<file path="config.mk">
export PLATFORM = sky130hd
export DESIGN_NAME = debouncer
export DESIGN_NICKNAME = d
export VERILOG_FILES = /design/src/rtl/debouncer.sv
export SDC_FILE = /design/constraint.sdc
export NUM_CORES = 1
export LEC_CHECK = 0
export BUFFER_PORTS_ARGS = -buffer_cell sky130_fd_sc_hd__buf_2
export CAP_MARGIN = 40
export CORE_ASPECT_RATIO = 1.1
export CORE_MARGIN = 5
export CORE_UTILIZATION = 33
export CTS_CLUSTER_SIZE = 25
export DETAILED_ROUTE_END_ITERATION = 8
export GPL_ROUTABILITY_DRIVEN = 0
export MAX_ROUTING_LAYER = met4
export PLACE_DENSITY_LB_ADDON = 0.2
export SKIP_CTS_REPAIR_TIMING = 1
export SLEW_MARGIN = 30
export SYNTH_ARGS = -nofsm -noshare
export SYNTH_HDL_FRONTEND = slang
export SYNTH_SLANG_ARGS = --single-unit
</file>
<file path="constraint.sdc">
create_clock -name clk -period 2.1 [get_ports clk]
set_input_delay 0.21 -clock clk [delete_from_list [all_inputs] [get_ports clk]]
set_output_delay 0.21 -clock clk [all_outputs]
set_load 0.01 [all_outputs]
</file>
<file path="src/rtl/debouncer.sv">
// Push-button debouncer: two-flop synchronizer followed by a stability-counting FSM.
// Optional macro DEBOUNCER_EDGE_EN adds registered btn_rise / btn_fall pulse outputs.
module debouncer #(
    parameter int DELAY = 1000000,
    parameter int CNT_W = $clog2(DELAY)
) (
    input  logic clk,
    input  logic rst,
    input  logic btn_in,
    output logic btn_db
`ifdef DEBOUNCER_EDGE_EN
    ,
    output logic btn_rise,
    output logic btn_fall
`endif
);

    typedef enum logic [1:0] {
        STABLE_LO = 2'd0,
        WAIT_HI   = 2'd1,
        STABLE_HI = 2'd2,
        WAIT_LO   = 2'd3
    } state_t;

    localparam logic [CNT_W-1:0] CNT_ZERO = {CNT_W{1'b0}};
    localparam logic [CNT_W-1:0] CNT_ONE  = CNT_W'(1);
    localparam logic [CNT_W-1:0] CNT_LAST = CNT_W'(DELAY - 1);

    logic             sync1_r;
    logic             sync2_r;
    state_t           state_r;
    state_t           state_s;
    logic [CNT_W-1:0] cnt_r;
    logic [CNT_W-1:0] cnt_s;
    logic             db_r;
    logic             db_s;

    // Two-flop synchronizer for the asynchronous button level
    always_ff @(posedge clk) begin
        if (rst) begin
            sync1_r <= 1'b0;
            sync2_r <= 1'b0;
        end else begin
            sync1_r <= btn_in;
            sync2_r <= sync1_r;
        end
    end

    // Next-state, counter and debounced-level logic
    always_comb begin
        state_s = state_r;
        cnt_s   = cnt_r;
        db_s    = db_r;
        case (state_r)
            STABLE_LO: begin
                db_s = 1'b0;
                if (sync2_r) begin
                    state_s = WAIT_HI;
                    cnt_s   = CNT_ONE;
                end else begin
                    cnt_s   = CNT_ZERO;
                end
            end
            WAIT_HI: begin
                db_s = 1'b0;
                if (!sync2_r) begin
                    state_s = STABLE_LO;
                    cnt_s   = CNT_ZERO;
                end else if (cnt_r == CNT_LAST) begin
                    state_s = STABLE_HI;
                    cnt_s   = CNT_ZERO;
                    db_s    = 1'b1;
                end else begin
                    cnt_s   = cnt_r + CNT_ONE;
                end
            end
            STABLE_HI: begin
                db_s = 1'b1;
                if (!sync2_r) begin
                    state_s = WAIT_LO;
                    cnt_s   = CNT_ONE;
                end else begin
                    cnt_s   = CNT_ZERO;
                end
            end
            WAIT_LO: begin
                db_s = 1'b1;
                if (sync2_r) begin
                    state_s = STABLE_HI;
                    cnt_s   = CNT_ZERO;
                end else if (cnt_r == CNT_LAST) begin
                    state_s = STABLE_LO;
                    cnt_s   = CNT_ZERO;
                    db_s    = 1'b0;
                end else begin
                    cnt_s   = cnt_r + CNT_ONE;
                end
            end
            default: begin
                state_s = STABLE_LO;
                cnt_s   = CNT_ZERO;
                db_s    = 1'b0;
            end
        endcase
    end

    // FSM state, stability counter and registered output level
    always_ff @(posedge clk) begin
        if (rst) begin
            state_r <= STABLE_LO;
            cnt_r   <= CNT_ZERO;
            db_r    <= 1'b0;
        end else begin
            state_r <= state_s;
            cnt_r   <= cnt_s;
            db_r    <= db_s;
        end
    end

    assign btn_db = db_r;

`ifdef DEBOUNCER_EDGE_EN
    logic rise_r;
    logic fall_r;

    // Edge pulses coincide with the edge on which btn_db itself changes
    always_ff @(posedge clk) begin
        if (rst) begin
            rise_r <= 1'b0;
            fall_r <= 1'b0;
        end else begin
            rise_r <= db_s & ~db_r;
            fall_r <= ~db_s & db_r;
        end
    end

    assign btn_rise = rise_r;
    assign btn_fall = fall_r;
`endif

endmodule

</file>
After elaboration in Yosys (flattened, before gate mapping)
Index checks and enable logic that the tools add are counted.
Widths: inputs -> output; s select.
{"block": "classes", "n_mux": 18, "eq_ne": 8, "addsub": 1, "n_reduce_logical": 2}
{"cell": "$pmux 20 s4", "count": 1}
{"cell": "$mux 20", "count": 3}
{"cell": "$add 20x1->20 const B", "count": 1}
{"cell": "$eq 20x20->1 const B", "count": 1}
{"cell": "$mux 2", "count": 6}
{"cell": "$pmux 2 s4", "count": 1}
{"cell": "$mux 1", "count": 6}
{"cell": "$ne 3x3->1 const B", "count": 2}
{"cell": "$eq 2x2->1 const B", "count": 2}
{"cell": "$ne 2x2->1 const B", "count": 2}
{"cell": "$pmux 1 s4", "count": 1}
{"cell": "$reduce_and 4->1", "count": 1}
{"cell": "$eq 2x1->1 const B", "count": 1}
{"cell": "$logic_not 2->1", "count": 1}
{"block": "word_totals", "register_bits": 25, "wordCells": 34, "out_inout_bits": 1, "input_bits": 3}

Depth between registers and ports, before layout
{"block": "depth", "depth_word": 4, "ltp_mapped": 8, "ltp_nobuf": 5}

Least setup slack after synthesis
No wires, ideal clock.
{"block": "synth_path", "path_type": "register -> register", "start": "register cnt_r[0]", "end": "register cnt_r[11]", "setup_slack_ns": 0.260, "required_time_ns": 1.985, "synth_period_minus_slack_ns": 1.840, "setup_ns": 0.115, "arrival_ns": 1.726, "stages_incl_launch_ff": 9, "n_path_buf": 3, "cell_sequence": "dfxtp_1 > ha_1 > and4_2 > buf_2 > nor4b_2 > a211o_1 > buf_6 > buf_4 > nor2_1"}
{"block": "synth_via", "elab_chain_len": 4}
{"item": "from (decl)", "line_no": "33", "text": "logic [CNT_W-1:0] cnt_r;"}
{"item": "from (signal assigned)", "line_no": "115", "text": "cnt_r <= cnt_s;"}
{"item": "$add 20x1->20 / $eq 20x20->1 (equally long branches)"}
{"item": "$mux 20 *", "line_no": "69, 91"}
{"item": "$mux 20 (on tied branches)", "line_no": "88, 66"}
{"item": "$pmux 20 s4 *", "line_no": "54", "text": "case (state_r)"}
Mark *: on every way between the ends. The rest lies on a longest branch, timed or not.
A chain may end at the register's enable or synchronous reset.

Worst setup path after layout
{"block": "layout_path", "start": "register cnt_r[2]", "end": "register cnt_r[17]"}
The elaborated chain is that of the path after synthesis.

==> run metrics <==
clk_skew=0.00173 ns; Place WS=0.308 ns; Total GRT Usage=9.37%; sequential share of power=68.1%; number of antenna violations at the first check in global routing=0; total die area=4580 um^2; Setup crit end kind=flip-flop; Static Leakage=0.370 nW; critical-path maximum fanout=7; type of the tightest min-delay check=in -> reg; root buffer cell=clkbuf_4; sequential area share after synthesis=45.6%; Die Wd=65.0 um; Final min period=1.83 ns; outcome=completed; post-route antenna net violation count=0; Crit Path Class=reg -> reg; nets@finish=131; vias=840; core area=3280 um^2; Cells after Synth=121; Hold Fails Final Rpt=0; Netlist cell types=33; Relative slew margins=77.3%; drt total wl=1920 um; Core Util, Final=36.2%; synthesized area=1100 um^2; critical path's largest stage delay=0.52 ns; maximum capacitance violations=0; crit-path cells=nand3_2, or3_1, or4_1, a21oi_1; Gate power share=1.1%; Clock Power Share=30.8%; chip height=70.5 um; first-pass GRT wire length=3330 um; Setup crit start=cnt_r[2]; Worst Tran Pin Value=0.335 ns; Congestion Overflow GR=0; power per cell area=592 nW/um^2; largest net degree at the start of global routing=20; Synth Register Bits=25; CP startpoint kind=flip-flop; Final HPWL DP=1420 um; reg2reg start=cnt_r[2]; final worst-path cycle share=87.4%; H-tree depth=1; hold_ws=0.0932 ns; Reg2Reg Setup Slack=0.27 ns; initial core utilization=33.5%; clk_lat worst skew=0.31 ns; Max Root-Sink Buffers=2; Pre-antenna DRT Iters=4; HP Start=rst; Max VDD drop=0.342 mV; WL per Instance=11.9 um; pins over their slew limit=0; # DRC=0; clock sinks=25; slowest CP cell=or3_1; fmax=545 MHz; Area after DPL=1160 um^2; IO Count=4; via count normalized by instance count=5.19; Switching Share=21.4%; worst path arrival time=2.09 ns; highest-count cells in the layout ignoring fill and taps=dfxtp_1, nor2_1, xor2_1, a21oi_1; Antenna Cells=0; CP required=2.36 ns; slack of the critical path=0.265 ns; synth warn=0; post-route cell area=1190 um^2; Switching Power=0.151 mW; Setup TNS=0 ns; CTS tree=yes; Row Count=22; Fill cells=327; vias in the first global route=789; share of cells above drive strength 1=11.1%; most common cell after layout, fill and taps aside=dfxtp_1; Worst-path clk slew=0.14 ns; Avg Cell Area, Syn=9.08 um^2; CTS buffer count=3; RSZ-0062 raised after global routing=no; Synthesized Nets=125; # port buffers=3; cell-internal power=0.552 mW; final number of setup-violating endpoints=0; DRT iter0 DRCs=16; Area growth syn-to-layout=8.09%
-- power groups by stage --
stage	sequential (mW)	combinational (mW)	clock (mW)
4_1_cts	0.479	0.00764	0.223
3_5_place_dp	0.489	0.00754	0
3_3_place_gp	0.489	0.00731	0
6_report	0.479	0.00752	0.217
2_1_floorplan	0.489	0.00412	0
5_1_grt	0.480	0.00869	0.248
-- area by class of cell --
type	count	area, um^2	share of cell area, %
repair buffers	6	50.0	4.21
multi-input cells	86	546	45.9
flip-flops and latches	25	500	42.1
inverters	5	18.8	1.58
well taps	36	45.0	3.79
clock buffers	3	22.5	1.90
clock inverters	1	5.00	0.421
-- cells by family after synthesis --
group	synth area share, %
compound gates	9.45
xor+xnor	11.2
fa+ha+maj	1.14
buf+inv	4.78
flops	45.6
simple gates	27.9
-- final timing paths --
check         endpoint  cells after the start
max          cnt_r[17]                      4
max reg2reg  cnt_r[17]                      4
min reg2reg    sync2_r                      1
min            sync2_r                      2
-- metrics by stage --
| stage | std cells | power, mW |
|---|---|---|
| 3_5_place_dp | 158 | 0.497 |
| 3_3_place_gp | 158 | 0.497 |
| 2_1_floorplan | 121 | 0.493 |
| 4_1_cts | 162 | 0.709 |
| 6_report | 162 | 0.703 |
| 5_1_grt | 162 | 0.736 |
-- Yosys cell counts --
| master | number | area (um^2) |
|---|---|---|
| a31oi_1 | 1 | 6.26 |
| inv_1 | 5 | 18.8 |
| nor4_1 | 2 | 12.5 |
| and4_1 | 2 | 17.5 |
| a211o_1 | 1 | 8.76 |
| nand3_2 | 1 | 10.0 |
| buf_4 | 1 | 7.51 |
| or3_1 | 3 | 18.8 |
| or4_1 | 3 | 22.5 |
| and4b_1 | 1 | 10.0 |
| nand2_1 | 6 | 22.5 |
| nand3_1 | 6 | 30.0 |
| a21oi_1 | 8 | 40.0 |
| nor4b_1 | 1 | 8.76 |
| nand2b_1 | 1 | 6.26 |
| nand3b_1 | 1 | 7.51 |
| nor2b_1 | 2 | 12.5 |
| ha_1 | 1 | 12.5 |
| and3_1 | 1 | 6.26 |
| nor4b_2 | 1 | 15.0 |
| nand4_1 | 5 | 31.3 |
| nor2_1 | 16 | 60.1 |
| dfxtp_1 | 25 | 500 |
| o31ai_1 | 3 | 22.5 |
| a31o_2 | 1 | 8.76 |
| xor2_1 | 9 | 78.8 |
| buf_6 | 1 | 11.3 |
| a21o_1 | 1 | 7.51 |
| nor3_1 | 1 | 5.00 |
| buf_2 | 3 | 15.0 |
| o21ai_0 | 2 | 10.0 |
| and4_2 | 1 | 10.0 |
| xnor2_1 | 5 | 43.8 |
-- state kept, by name, indices dropped and copies added, names as in the netlist, named ones only --
register and cells:
cnt_r 20, state_r 1, sync1_r 1, btn_db 1, sync2_r 1
-- routing by layer --
metal	up-vias	part of all wire, %	GRT usage (%)
met5	-	0	-
met4	0	0.94	3.46
met3	2	1.1	2.41
met2	1	50	15.5
met1	394	48	10.9
li1	443	-	-
-- worst max-delay path: cells and delay by family (launching register included) --
family             cells  cell delay, ns
AOI/OAI and AO/OA      1            0.15
DFF                    1            0.45
and+or+nand+nor        3            1.18
Power figures use the tool's default switching activity.
